File: src/rtl/mat_vec_pkg.sv
// Shared types and index helpers for the NxN matrix-vector MAC block.
package mat_vec_pkg;

    typedef enum logic [1:0] {
        IDLE = 2'd0,
        RUN  = 2'd1,
        DONE = 2'd2
    } state_e;

    // Accumulator width: full product, growth over N terms, plus chaining headroom.
    function automatic int unsigned acc_width(input int unsigned n,
                                              input int unsigned dw,
                                              input int unsigned guard);
        return 2 * dw + $clog2(n) + guard;
    endfunction

    // LSB of A[i][j] inside the flattened matrix.
    function automatic int unsigned a_lsb(input int unsigned i,
                                          input int unsigned j,
                                          input int unsigned n,
                                          input int unsigned dw);
        return (i * n + j) * dw;
    endfunction

    // LSB of b[j] inside the flattened vector.
    function automatic int unsigned b_lsb(input int unsigned j,
                                          input int unsigned dw);
        return j * dw;
    endfunction

endpackage

File: src/rtl/mac_lane.sv
// One row lane: multiplier plus AW-bit wrapping accumulator.
module mac_lane #(
    parameter int unsigned DW     = 7,
    parameter int unsigned AW     = 18,
    parameter int          SIGNED = 0
) (
    input  logic          clk,
    input  logic          rst,
    input  logic          clr,
    input  logic          load,
    input  logic [AW-1:0] load_val,
    input  logic          en,
    input  logic [DW-1:0] a,
    input  logic [DW-1:0] b,
    output logic [AW-1:0] acc
);

    logic [2*DW-1:0] a_ext;
    logic [2*DW-1:0] b_ext;
    logic [2*DW-1:0] prod;
    logic [AW-1:0]   prod_ext;
    logic [AW-1:0]   acc_q;
    logic [AW-1:0]   acc_d;
    logic            sa;
    logic            sb;
    logic            sp;

    // Extend operands to full product width so a plain modular multiply
    // yields the correct signed or unsigned product.
    always_comb begin
        sa       = (SIGNED != 0) & a[DW-1];
        sb       = (SIGNED != 0) & b[DW-1];
        a_ext    = {{DW{sa}}, a};
        b_ext    = {{DW{sb}}, b};
        prod     = a_ext * b_ext;
        sp       = (SIGNED != 0) & prod[2*DW-1];
        prod_ext = {{(AW-2*DW){sp}}, prod};
    end

    // acc exposes the running sum including this cycle's product, so the
    // top can capture the final result on the same edge as the last MAC.
    always_comb begin
        acc = acc_q + (en ? prod_ext : '0);
    end

    // Accumulator next-state: clear, preload, or accumulate.
    always_comb begin
        acc_d = acc_q;
        if (clr) begin
            acc_d = '0;
        end else if (load) begin
            acc_d = load_val;
        end else if (en) begin
            acc_d = acc;
        end
    end

    // Accumulator register.
    always_ff @(posedge clk) begin
        if (rst) begin
            acc_q <= '0;
        end else begin
            acc_q <= acc_d;
        end
    end

endmodule

File: src/rtl/mat_vec_mac.sv
// NxN matrix times N-vector MAC with start/busy/done handshake and
// optional accumulation onto the previous result.
module mat_vec_mac
    import mat_vec_pkg::*;
#(
    parameter int unsigned N      = 4,
    parameter int unsigned DW     = 7,
    parameter int unsigned GUARD  = 2,
    parameter int          SIGNED = 0,
    localparam int unsigned AW    = acc_width(N, DW, GUARD)
) (
    input  logic              clk,
    input  logic              rst,
    input  logic              start,
    input  logic              acc_en,
    input  logic [N*N*DW-1:0] a_flat,
    input  logic [N*DW-1:0]   b_flat,
    output logic              busy,
    output logic              done,
    output logic [N*AW-1:0]   c_flat
);

    localparam int unsigned KW = $clog2(N);

    state_e              state_q, state_d;
    logic [KW-1:0]       k_q, k_d;
    logic [N*N*DW-1:0]   a_q, a_d;
    logic [N*DW-1:0]     b_q, b_d;
    logic [N*AW-1:0]     c_q, c_d;
    logic                busy_q, busy_d;
    logic                done_q, done_d;
    logic                accept;
    logic                run_en;
    logic [DW-1:0]       col_b;
    logic [N*AW-1:0]     lane_sum;

    assign col_b = b_q[b_lsb(32'(k_q), DW) +: DW];

    for (genvar gi = 0; gi < N; gi++) begin : g_lane
        logic [DW-1:0] row_a;
        assign row_a = a_q[a_lsb(gi, 32'(k_q), N, DW) +: DW];

        mac_lane #(
            .DW     (DW),
            .AW     (AW),
            .SIGNED (SIGNED)
        ) u_lane (
            .clk      (clk),
            .rst      (rst),
            .clr      (accept & ~acc_en),
            .load     (accept & acc_en),
            .load_val (c_q[gi*AW +: AW]),
            .en       (run_en),
            .a        (row_a),
            .b        (col_b),
            .acc      (lane_sum[gi*AW +: AW])
        );
    end

    // Next-state, column counter, operand capture and result transfer.
    always_comb begin
        state_d = state_q;
        k_d     = k_q;
        a_d     = a_q;
        b_d     = b_q;
        c_d     = c_q;
        accept  = 1'b0;
        run_en  = 1'b0;
        unique case (state_q)
            IDLE: begin
                if (start) begin
                    state_d = RUN;
                    k_d     = '0;
                    a_d     = a_flat;
                    b_d     = b_flat;
                    accept  = 1'b1;
                end
            end
            RUN: begin
                run_en = 1'b1;
                if (k_q == KW'(N - 1)) begin
                    state_d = DONE;
                    k_d     = '0;
                    c_d     = lane_sum;
                end else begin
                    k_d = k_q + 1'b1;
                end
            end
            DONE: begin
                state_d = IDLE;
            end
            default: begin
                state_d = IDLE;
            end
        endcase
        busy_d = (state_d != IDLE);
        done_d = (state_d == DONE);
    end

    // State, operand and result registers.
    always_ff @(posedge clk) begin
        if (rst) begin
            state_q <= IDLE;
            k_q     <= '0;
            a_q     <= '0;
            b_q     <= '0;
            c_q     <= '0;
            busy_q  <= 1'b0;
            done_q  <= 1'b0;
        end else begin
            state_q <= state_d;
            k_q     <= k_d;
            a_q     <= a_d;
            b_q     <= b_d;
            c_q     <= c_d;
            busy_q  <= busy_d;
            done_q  <= done_d;
        end
    end

    assign busy   = busy_q;
    assign done   = done_q;
    assign c_flat = c_q;

endmodule
File: config.mk
export PLATFORM = sky130hd
export DESIGN_NAME = mat_vec_mac
export DESIGN_NICKNAME = d
export VERILOG_FILES = /design/src/rtl/mat_vec_pkg.sv /design/src/rtl/mac_lane.sv /design/src/rtl/mat_vec_mac.sv
export SDC_FILE = /design/constraint.sdc
export NUM_CORES = 1
export LEC_CHECK = 0
export ABC_AREA = 1
export CORE_AREA = 2 2 254 256
export CTS_CLUSTER_DIAMETER = 200
export DETAILED_ROUTE_END_ITERATION = 16
export DIE_AREA = 0 0 256 258
export SKIP_LAST_GASP = 1
export SLEW_MARGIN = 25
export SYNTH_ARGS = -nofsm -noshare
export SYNTH_HDL_FRONTEND = slang
export SYNTH_SLANG_ARGS = --single-unit
File: constraint.sdc
create_clock -name clk -period 18.1 [get_ports clk]
set_input_delay 3.62 -clock clk [delete_from_list [all_inputs] [get_ports clk]]
set_output_delay 3.62 -clock clk [all_outputs]
set_load 0.05 [all_outputs]
=== Word level (Yosys, flattened, before mapping) ===
Cells that the tools add are included.

* Add/sub/neg operators: 8
* $mul: 9
* Equal/unequal tests: 4
* Shift operators: 5
* Mux-type cells: 21
* Bitwise gates (word level): 3
* Reductions and logical operators: 8

{| class="wikitable"
|+ Operators with widths
! operator !! number
|-
| 112-bit by 9-bit variable part select with 7-bit output || 2
|-
| 18-bit two-way mux || 8
|-
| 112-bit by 6-bit variable part select with 7-bit output || 1
|-
| 112-bit by 8-bit variable part select with 7-bit output || 1
|-
| 18-bit adder || 4
|-
| 7-bit by 7-bit multiplier with 14-bit output || 4
|-
| 14-bit two-way mux || 4
|-
| 28-bit by 6-bit variable part select with 7-bit output || 1
|-
| 5-bit by 3-bit multiplier with 8-bit output (second input constant) || 2
|-
| 4-bit by 2-bit adder with 5-bit output (first input constant) || 2
|-
| 2-bit by 3-bit multiplier with 5-bit output (second input constant) || 2
|-
| 2-bit two-way mux || 4
|-
| 2-bit case mux with 2 select lines || 2
|-
| 4-bit by 3-bit multiplier with 7-bit output (second input constant) || 1
|-
| 2-bit AND reduction || 3
|-
| 2-bit nonzero test || 3
|-
| 3-bit by 2-bit adder with 4-bit output (first input constant) || 1
|-
| 2-bit equality test (second input constant) || 2
|-
| 1-bit two-way mux || 3
|-
| 2-bit by 1-bit adder with 2-bit output (second input constant) || 1
|-
| 1-bit AND || 2
|-
| 2-bit by 1-bit equality test with 1-bit output (second input constant) || 1
|-
| 2-bit zero test || 1
|-
| 2-bit inequality test (second input constant) || 1
|-
| other kinds (2) || 2
|}

* Register bits: 290
* Input port bits: 144
* Output and inout bits: 74

=== Logic depth before layout (Yosys ltp) ===
Gate-level depths: netlist of run 1.

* Depth in word-level cells: 8
* Mapped depth: 38
* Gate-level depth less buffers: 35

=== Modules after synthesis ===
From an unflattened synthesis of run 1, not the netlist that was laid out.

* Cell total of the unflattened synthesis: 3,248
* Area, all modules: 22,467.8 sq um

{| class="wikitable"
|+ By module, submodules not included
! module !! times used !! cells an instance !! area an instance (sq um)
|-
| mat_vec_mac || 1 || 1,191 || 8,971.1
|-
| mac_lane (g_lane[1].u_lane) || 1 || 513 || 3,395.8
|-
| mac_lane (g_lane[0].u_lane) || 1 || 515 || 3,384.5
|-
| mac_lane (g_lane[2].u_lane) || 1 || 515 || 3,358.2
|-
| mac_lane (g_lane[3].u_lane) || 1 || 514 || 3,358.2
|}

=== Worst setup path before layout of run 1 ===
OpenSTA, ideal clock, no wires.

* Path kind: reg-to-reg
* From: register k_q[0]
* To: register c_q[8], in the netlist c_flat[8]
* Arrival time: 5.534 ns
* Required time: 17.983 ns
* Path slack: 12.449 ns
* Stages on the path, launching flop included: 33
* Clock period less this slack: 5.651 ns
* Cell sequence: dfxtp_1 > buf_6 > clkinv_4 > buf_6 > nand2_1 > a32o_1 > buf_2 > buf_2 > nor2_1 > fa_1 > inv_1 > fa_1 > inv_1 > fa_1 > inv_1 > fa_1 > inv_1 > ha_1 > a21oi_1 > o21ai_0 > a21oi_1 > xor2_1 > nor2_1 > ha_1 > nand2_1 > inv_1 > a21oi_1 > nand2_1 > or2_2 > nand2_1 > nand2_1 > o211ai_1 > inv_1

* Longest elaborated chain between the ends: 5

{| class="wikitable"
|+ RTL lines
! what !! line !! source
|-
| start: declaration || mat_vec_mac.sv:26 || <nowiki>logic [KW-1:0] k_q, k_d;</nowiki>
|-
| start signal: assignment || mat_vec_mac.sv:112 || <nowiki>k_q <= k_d;</nowiki>
|-
| 2-bit by 3-bit multiplier with 5-bit output || mat_vec_pkg.sv:22, mat_vec_pkg.sv:28 ||
|-
| 112-bit by 6-bit variable part select with 7-bit output / 28-bit by 6-bit variable part select with 7-bit output (equally long branches) || mat_vec_mac.sv:41, mat_vec_mac.sv:37 ||
|-
| 7-bit by 7-bit multiplier with 14-bit output || mac_lane.sv:35 || <nowiki>prod = a_ext * b_ext;</nowiki>
|-
| 14-bit two-way mux || mac_lane.sv:43 || <nowiki>acc = acc_q + (en ? prod_ext : '0);</nowiki>
|-
| 18-bit adder || mac_lane.sv:43 ||
|-
| end signal: assignment || mat_vec_mac.sv:107 || <nowiki>c_q <= '0;</nowiki>
|-
| end signal: assignment || mat_vec_mac.sv:115 || <nowiki>c_q <= c_d;</nowiki>
|-
| end: declaration || mat_vec_mac.sv:29 || <nowiki>logic [N*AW-1:0] c_q, c_d;</nowiki>
|}

Parallel ways exist; a longest one is shown, timed or not.
A chain may end at the register's enable or synchronous reset.

=== Worst setup path in the final report of run 1 ===
* From: register k_q[0]
* To: register c_q[69], in the netlist c_flat[69]

* Longest elaborated chain between the ends: 6

{| class="wikitable"
|+ RTL lines
! what !! line !! source
|-
| 4-bit by 2-bit adder with 5-bit output || mat_vec_pkg.sv:22 || <nowiki>return (i * n + j) * dw;</nowiki>
|-
| 5-bit by 3-bit multiplier with 8-bit output || mat_vec_pkg.sv:22 ||
|-
| 112-bit by 9-bit variable part select with 7-bit output || mat_vec_mac.sv:41 || <nowiki>assign row_a = a_q[a_lsb(gi, 32'(k_q), N, DW) +: DW];</nowiki>
|-
| 7-bit by 7-bit multiplier with 14-bit output || mac_lane.sv:35 ||
|-
| 14-bit two-way mux || mac_lane.sv:43 ||
|-
| 18-bit adder || mac_lane.sv:43 ||
|}

Parallel ways exist; a longest one is shown, timed or not.

==> out/results.txt, run 1 <==
VDD IR max: 0.05079 mV
Initial DRC Count: 1165
die width: 256 um
largest family of logic cells by synthesized area: simple AND/OR/NAND/NOR gates
via count: 20630
Post-synth EDFFs: 0
Avg Synthesized Cell Area: 6.829 sq um
status: completed
clock buffer depth: 3
CP max-delay cell: a32oi_2
Main synth FF type: dfxtp_1
Mapped Area: 0.02202 sq mm
Leak Pwr: 11.91 nW
GRT overflow: 0
first-pass GRT wire length: 107800 um
crit-path max cell delay: 740 ps
worst path arrival time: 7540 ps
min-delay worst type: flip-flop to flip-flop
min cycle time layout: 7089 ps
post-synthesis compound-gate area fraction: 15.98%
sequential share of power: 36.1%
CP Launch Type: flip-flop
Least-Margin Pin Slew: 1054 ps
WS Path Type: flip-flop to flip-flop
PwrDens: 73.25 mW/mm^2
P_sw: 0.0006082 W
Placement Rows: 93
root buffer cell: clkbuf_16
Post-Synth Adder-Cell Area: 19.60%
PostCTS Resize Cnt: 0
post-synthesis cell count: 3225
xor-xnor portion of the synthesized cell area: 1.432%
number of global-route vias before repair: 20680
most common cell after layout, fill and taps aside: nand2_1
crit-path most repeated cell: nand2_1
H-tree depth: 2
internal power: 0.001287 W
largest net degree at the start of global routing: 129
final wirelength: 66260 um
relative slew slack: 29.74%
layout cells sized above 1: 4.291%
Layout Skew: 33.33 ps
Syn. warnings: 0
synthesis-stage register bit count: 290
Initial Util: 34.60%
drt wl/cell: 15.65 um
Worst setup EP type: flip-flop
post-route setup TNS: 0 ps
Total GRT Usage: 19.97%
maxcap violations: 0
synth-to-layout area growth: 17.45%
GP Congestion: 0.8960
Synth Net Count: 3654
clk_lat worst skew: 550 ps
Worst Path Required: 18550 ps
antenna violations before repair: 0
Comb power frac: 24.3%
R2R Setup Slk: 11010 ps
mux cell area share after synthesis: 0%
number of post-CTS setup repair buffers: 0
Die Span Y: 258 um
final max-slew violation count: 0
worst slack, placed: 11080 ps
simple-gate portion of the synthesized area: 26.23%
asr flop ratio synth: 0%
CTS tree: yes
clk sinks: 290
final setup violating endpoints: 0
# IOs: 218
port bufs: 217
fin nets: 3784
DIE AREA: 0.06605 sq mm
Final period util: 39.17%
clock-pin slew on the worst setup and hold paths: 60 ps
RSZ-0062 raised after global routing: false
core area: 0.06365 sq mm
cts hold-fix bufs: 0
TritonRoute pass-1 iters: 6
Antenna Violating Nets Remaining: 0
Fin. Hold Viols: 0
most frequent cells in the layout: 741 x nand2_1, 549 x nor2_1, 391 x inv_1
hold slack: 484.4 ps
switching part of the total power: 32.10%
Remaining DRCs: 0
worst setup margin: 11010 ps
Clk pwr share: 39.5%
Crit Path Max Fanout: 72
vias per cell: 4.872
Final HPWL DP: 48160 um
Yosys cell types: 47
maximum clock rate: 141.1 MHz
part of the Yosys area used for sequential elements: 26.36%
Antenna diodes: 0
TritonCTS Buffers: 35
worst paths after layout:
path                             startpoint  cells after the start                        end
hold reg to reg   g_lane[1].u_lane.acc_q[0]                      2  g_lane[1].u_lane.acc_q[0]
setup reg to reg                     k_q[0]                     28                 c_flat[69]
hold / removal    g_lane[1].u_lane.acc_q[0]                      2  g_lane[1].u_lane.acc_q[0]
setup / recovery                     k_q[0]                     28                 c_flat[69]
flip-flops by register name, summed over array words and instances (netlist names):
register	count
state_q	2
k_q	2
a_q	112
b_q	28
g_lane.u_lane.acc_q	72
busy	1
c_flat	72
done	1
routing by layer:
metal | part of all wire (%) | GRT usage (%) | routed length [um] | vias up
li1 | - | - | - | 10550
met1 | 42 | 22.74 | 27590 | 9648
met2 | 52 | 38.54 | 34630 | 329
met3 | 2.9 | 2.208 | 1930 | 102
met4 | 3.2 | 6.563 | 2096 | 0
met5 | 0 | 0 | 0 | -
worst max-delay path, delay by kind of cell (launching register included):
family                   cells  cell delay [ps]
adder cells (fa/ha/maj)      6             2820
AO/OA/AOI/OAI                8             1960
buffers and inverters        5              830
flip-flops                   1              350
AND/OR/NAND/NOR              9             1010
layout make-up:
type,count,area [sq um]
well taps,855,1070
multi-input cells,2381,13940
repair buffers,233,2291
flip-flops and latches,290,5807
inverters,414,1569
clock inverters,13,210.2
clock buffers,48,984.7
fillers,6735,37780
stage by stage:
step,total power (W),cells,utilization [%],instance area (sq um)
after floorplan,0.001020,3225,-,22020
after global placement,0.001163,4173,38.76,24670
after detailed placement,0.001162,4173,38.76,24670
after CTS,0.001917,4234,40.64,25870
after global routing,0.002000,4234,40.64,25870
final,0.001895,4234,40.64,25870
Yosys cell counts (all sizes together) (32+ instances only):
| library cell | count | area [sq um] |
|---|---|---|
| nand2 | 744 | 2810 |
| nor2 | 553 | 2101 |
| inv | 412 | 1551 |
| dfxtp | 290 | 5806 |
| o21ai | 247 | 1244 |
| a21oi | 226 | 1157 |
| ha | 185 | 2315 |
| nand3 | 113 | 565.5 |
| fa | 100 | 2002 |
| buf | 78 | 491.7 |
| clkbuf | 62 | 234.0 |
| a31oi | 32 | 200.2 |
| o21bai | 32 | 240.2 |
power by group through the flow:
stage	sequential, W	combinational [W]	clock (W)
floorplan	0.000696	0.000324	0
global placement	0.000698	0.000464	0
detailed placement	0.000698	0.000465	0
CTS	0.000684	0.000468	0.000765
global route	0.000688	0.000525	0.000788
finish	0.000684	0.000461	0.000749
kinds of logic (layout without fill, tap and decap cells):
| group | after synthesis | count (layout) |
|---|---|---|
| AOI/OAI and AO/OA | 603 | 603 |
| xor gates and xnor gates | 36 | 36 |
| adders and majority gates | 285 | 285 |
| buffers and inverters | 554 | 708 |
| DFF | 290 | 290 |
| and+or+nand+nor | 1457 | 1457 |
Note: power is estimated with default switching activity, not from simulation.
==> run 2, diff against run 1 <==
==> constraint.sdc (replaced) <==
create_clock -name clk -period 5.93 [get_ports clk]
set_input_delay 1.186 -clock clk [delete_from_list [all_inputs] [get_ports clk]]
set_output_delay 1.186 -clock clk [all_outputs]
set_load 0.05 [all_outputs]
==> run 2 against run 1 <==
Sequential cell count did not move. Global-route usage rose by 0.57 points. Clock power rose to 3.1 times the previous value. Register-to-register slack got worse by 11000 ps. Die area did not move. First-iteration DRC count fell by 0.60%. Via count rose by 5.2%. Maximum frequency rose by 21%. Sequential share of layout area fell by 2.8 points. Largest cell class unchanged. Worst setup slack got worse by 11000 ps. Clock skew fell by 12 ps.
==> out/results.txt, run 2 (same netlist as run 1, synthesis figures left out) <==
status: completed
Total Power: 0.006301 W
final max-slew violation count: 0
CP max-delay cell: fa_1
TritonRoute pass-1 iters: 5
Final HPWL DP: 49890 um
clock-pin slew on the worst setup and hold paths: 60 ps
core area: 0.06365 sq mm
relative slew slack: 35.03%
crit-path max cell delay: 530 ps
Worst setup EP type: flip-flop
WS Path Type: flip-flop to flip-flop
CTS tree: yes
hold slack: 486.4 ps
Worst Path Required: 6350 ps
Final Instance Area: 0.02951 sq mm
Fillers: 6377
synth-to-layout area growth: 34.01%
R2R depth: 33
final setup violating endpoints: 0
# IOs: 218
min cycle time layout: 5868 ps
final wirelength: 70670 um
Die Span Y: 258 um
Antenna Violating Nets Remaining: 0
Cells after DPL: 4346
GP Congestion: 0.8950
clk sinks: 290
final core occ: 46.37%
GRT overflow: 0
port bufs: 217
die width: 256 um
via count: 21710
maxcap violations: 0
R2R Setup Slk: 60 ps
RSZ-0062 raised after global routing: true
maximum clock rate: 170.4 MHz
Cell Area, Placed: 0.02608 sq mm
Remaining DRCs: 0
most frequent cells in the layout: 669 x nand2_1, 496 x nor2_1, 377 x inv_1
layout cells sized above 1: 18.68%
Largest register FFs: 112
DIE AREA: 0.06605 sq mm
Least-Margin Pin Slew: 974.5 ps
vias per cell: 4.879
Final period util: 98.96%
first-pass GRT wire length: 110700 um
drt wl/cell: 15.88 um
Critical Path Source: k_q[0]
VDD IR max: 0.1827 mV
crit-path most repeated cell: nand2_1
H-tree depth: 2
r2r startpoint: k_q[0]
Top reg by flops: a_q
clock buffer depth: 3
CP Launch Type: flip-flop
antenna violations before repair: 1
PwrDens: 213.5 mW/mm^2
Critical Path End: g_lane[0].u_lane.acc_q[10]
final non-filler cell total: 4449
Layout Skew: 21.06 ps
most common cell after layout, fill and taps aside: nand2_1
number of global-route vias before repair: 21130
Crit Path Max Fanout: 10
clk_lat worst skew: 550 ps
Leak Pwr: 13.33 nW
Critical R2R Capture: g_lane[0].u_lane.acc_q[10]
Placement Rows: 93
Initial DRC Count: 1158
root buffer cell: clkbuf_16
fin nets: 4001
Total GRT Usage: 20.54%
worst path arrival time: 6290 ps
Initial Util: 34.60%
min-delay worst type: flip-flop to flip-flop
Fin. Hold Viols: 0
largest net degree at the start of global routing: 94
TritonCTS Buffers: 35
==> run 2: cell type report <==
cell class	count	area (sq um)	share of cell area [%]
Sequential cell	290	5811	19.69
Timing Repair inverter	2	31.28	0.1060
Clock inverter	11	190.2	0.6444
Antenna cell	1	2.502	0.008479
Multi-Input combinational cell	2381	15560	52.71
Inverter	414	1587	5.375
Tap cell	855	1070	3.625
Timing Repair Buffer	448	4273	14.48
Clock buffer	47	993.5	3.366
==> run 2: critical path, delay by kind of cell, from the launching register on <==
kind | cells | cell delay, ps
AO/OA/AOI/OAI | 5 | 680
AND/OR/NAND/NOR | 11 | 900
XOR/XNOR | 1 | 150
buffers and inverters | 10 | 1020
adder cells (fa/ha/maj) | 6 | 2580
flip-flops | 1 | 400
==> run 2: what timing repair did <==
item / CTS / global route
buffers inserted: 1 / 34
resized for setup: 43 / 402
gates cloned: 2 / 8
pin swaps: 8 / 177
hold buffers: 0 / 0
setup endpoints to repair: 60 / 88
==> run 2: worst min path at each step <==
stage                                          from                         to  slack, ps  cells after the start
after global placement    g_lane[2].u_lane.acc_q[0]  g_lane[2].u_lane.acc_q[0]        470                      2
final                     g_lane[2].u_lane.acc_q[0]  g_lane[2].u_lane.acc_q[0]        490                      2
after global routing      g_lane[0].u_lane.acc_q[0]  g_lane[0].u_lane.acc_q[0]        500                      2
after CTS                 g_lane[2].u_lane.acc_q[0]  g_lane[2].u_lane.acc_q[0]        480                      2
after detailed placement  g_lane[2].u_lane.acc_q[0]  g_lane[2].u_lane.acc_q[0]        480                      2
after floorplan           g_lane[2].u_lane.acc_q[0]  g_lane[2].u_lane.acc_q[0]        460                      2
==> run 2: metal layers <==
metal / GRT usage, % / part of all wire [%] / up-vias
met5: 0 / 0 / -
met4: 6.969 / 3.5 / 0
met3: 2.081 / 2.7 / 124
met2: 38.69 / 52 / 326
met1: 24.20 / 42 / 10250
li1: - / - / 11010
==> run 2: power by group <==
part           switching [W]  leakage, nW  internal, W  total (W)
clock               0.000899        0.577      0.00139    0.00229
sequential         0.0000572         2.37      0.00204    0.00210
combinational        0.00107         10.4     0.000842    0.00191
==> run 2: per-stage QoR <==
step | setup slack, ps | TNS (ps)
2_1_floorplan | 279.2 | 0
3_3_place_gp | -140.9 | -2725
3_5_place_dp | -223.0 | -5199
4_1_cts | -2.935 | -2.935
5_1_grt | -252.7 | -7230
6_report | 61.58 | 0
==> patch, RTL diff (config.mk and constraints of run 2) <==
The 3 states of `state_e` get a one-hot encoding in 3 bits.
--- a/src/rtl/mat_vec_pkg.sv
+++ b/src/rtl/mat_vec_pkg.sv
@@ -1,10 +1,10 @@
 // Shared types and index helpers for the NxN matrix-vector MAC block.
 package mat_vec_pkg;
 
-    typedef enum logic [1:0] {
-        IDLE = 2'd0,
-        RUN  = 2'd1,
-        DONE = 2'd2
+    typedef enum logic [2:0] {
+        IDLE = 3'b001,
+        RUN  = 3'b010,
+        DONE = 3'b100
     } state_e;
 
     // Accumulator width: full product, growth over N terms, plus chaining headroom.
Function: no difference found for any inputs over 4 cycles, from zero or initial values and one cycle with rst high; so few cycles prove little.
==> patch against run 2 <==
- final area rose by 2.4%
- worst setup slack better by 0.019 ns
- sequential cell count is 1 higher
- synthesized area is 1.3% lower
- power down 8.5%
- sequential share of layout area fell by 0.41 points
- wire length up 0.54%
- largest cell class unchanged
==> patch: results (changes against run 2) <==
[final_layout]
buf_share = 0.1642  ; +0.01939
multi_input_cells = 2382  ; +0.042%
clk_share = 0.04150  ; +0.001401
seq_share = 0.1928  ; -0.004080
drive_gt1_frac = 0.2151  ; +0.02832
signal_buffers = 540  ; +21%
n_clock_buffer = 50  ; +6.4%

[route]
drtIter0Drc = 1231  ; +6.3%
route.met2.wl_mm = 35.53  ; -2.6%
wl_mm = 71.06  ; +0.54%
via_count = 22210  ; +2.3%
wl_met1_mm = 30.50  ; +2.4%
wl_met3_mm = 2.287  ; +18%

[cts]
cts_setup_buffers = 3  ; +2
cts_made_buffers = 36  ; +2.9%

[logic_synthesis]
synth_compound_area_frac = 0.1497  ; -0.01010
avgSynthCellArea_um2 = 6.687  ; -2.1%
yosys-top-cells-area = dfxtp_1 (27%), nand2_1 (13%), ha_1 (11%)
synth-xor-area-share = 0.01450  ; +0.0001879
synthAdderAreaFrac = 0.1986  ; +0.002572
synthTopCellsByCount = nand2_1 (743), nor2_1 (568), inv_1 (428)

[placement]
gp_congestion = 0.8865  ; -0.95%
place_ws_ns = -0.2618  ; -0.03884 ns

[critical_path]
max_stage_delay_ns = 0.55  ; +0.02 ns
worstPathArrival_ns = 6.34  ; +0.05 ns

[sta]
fmax_ghz = 0.1710  ; +0.32%
worstMarginPinSlew_ns = 0.9749  ; +0.0004563 ns

[run_status]
run_status = finished clean

[global_routing]
grt_max_degree = 108  ; +15%
grt_pass1_vias = 21530  ; +1.9%

[power]
p_leak_nw = 14.01  ; +5.1%

==> patch: cell count changes in the layout (fill, tap and decap cells not counted), sizes merged, moves of 3 or more <==
| cell | before | now |
|---|---|---|
| o21ai | 247 | 255 |
| nor2 | 553 | 569 |
| buf | 225 | 318 |
| nand3b | 11 | 8 |
| inv | 416 | 438 |
| a21oi | 226 | 233 |
| o21bai | 32 | 14 |
| nand4 | 8 | 4 |
==> patch: power by group <==
| group | switching (mW) | leakage [nW] | total (mW) | internal, mW |
|---|---|---|---|---|
| sequential | 0.0500 | 2.38 | 2.10 | 2.05 |
| clock | 0.960 | 0.614 | 2.40 | 1.44 |
| combinational | 0.694 | 11.0 | 1.27 | 0.578 |
==> patch: through the flow <==
stage                     cell area, um^2  utilization  power, mW  setup TNS [ns]  hold slack, ns
after global routing                30240       0.4750      6.028          -5.493          0.5031
after detailed placement            26580       0.4176      3.231          -5.740          0.4772
after global placement              26580       0.4176      3.228          -3.704          0.4702
after floorplan                     21740            -      2.716               0          0.4572
final                               30240       0.4750      5.767               0          0.4833
after CTS                           27970       0.4395      5.652        -0.02406          0.4860
==> patch: final timing paths <==
check,from,to,slack (ns)
worst min register to register,g_lane[0].u_lane.acc_q[0]$_SDFFE_PP0P_,g_lane[0].u_lane.acc_q[0]$_SDFFE_PP0P_,0.48
worst max-delay path,k_q[0]$_SDFFE_PP0P_,g_lane[0].u_lane.acc_q[17]$_SDFFE_PP0P_,0.08
worst min-delay path,g_lane[0].u_lane.acc_q[0]$_SDFFE_PP0P_,g_lane[0].u_lane.acc_q[0]$_SDFFE_PP0P_,0.48
worst max register to register,k_q[0]$_SDFFE_PP0P_,g_lane[0].u_lane.acc_q[17]$_SDFFE_PP0P_,0.08
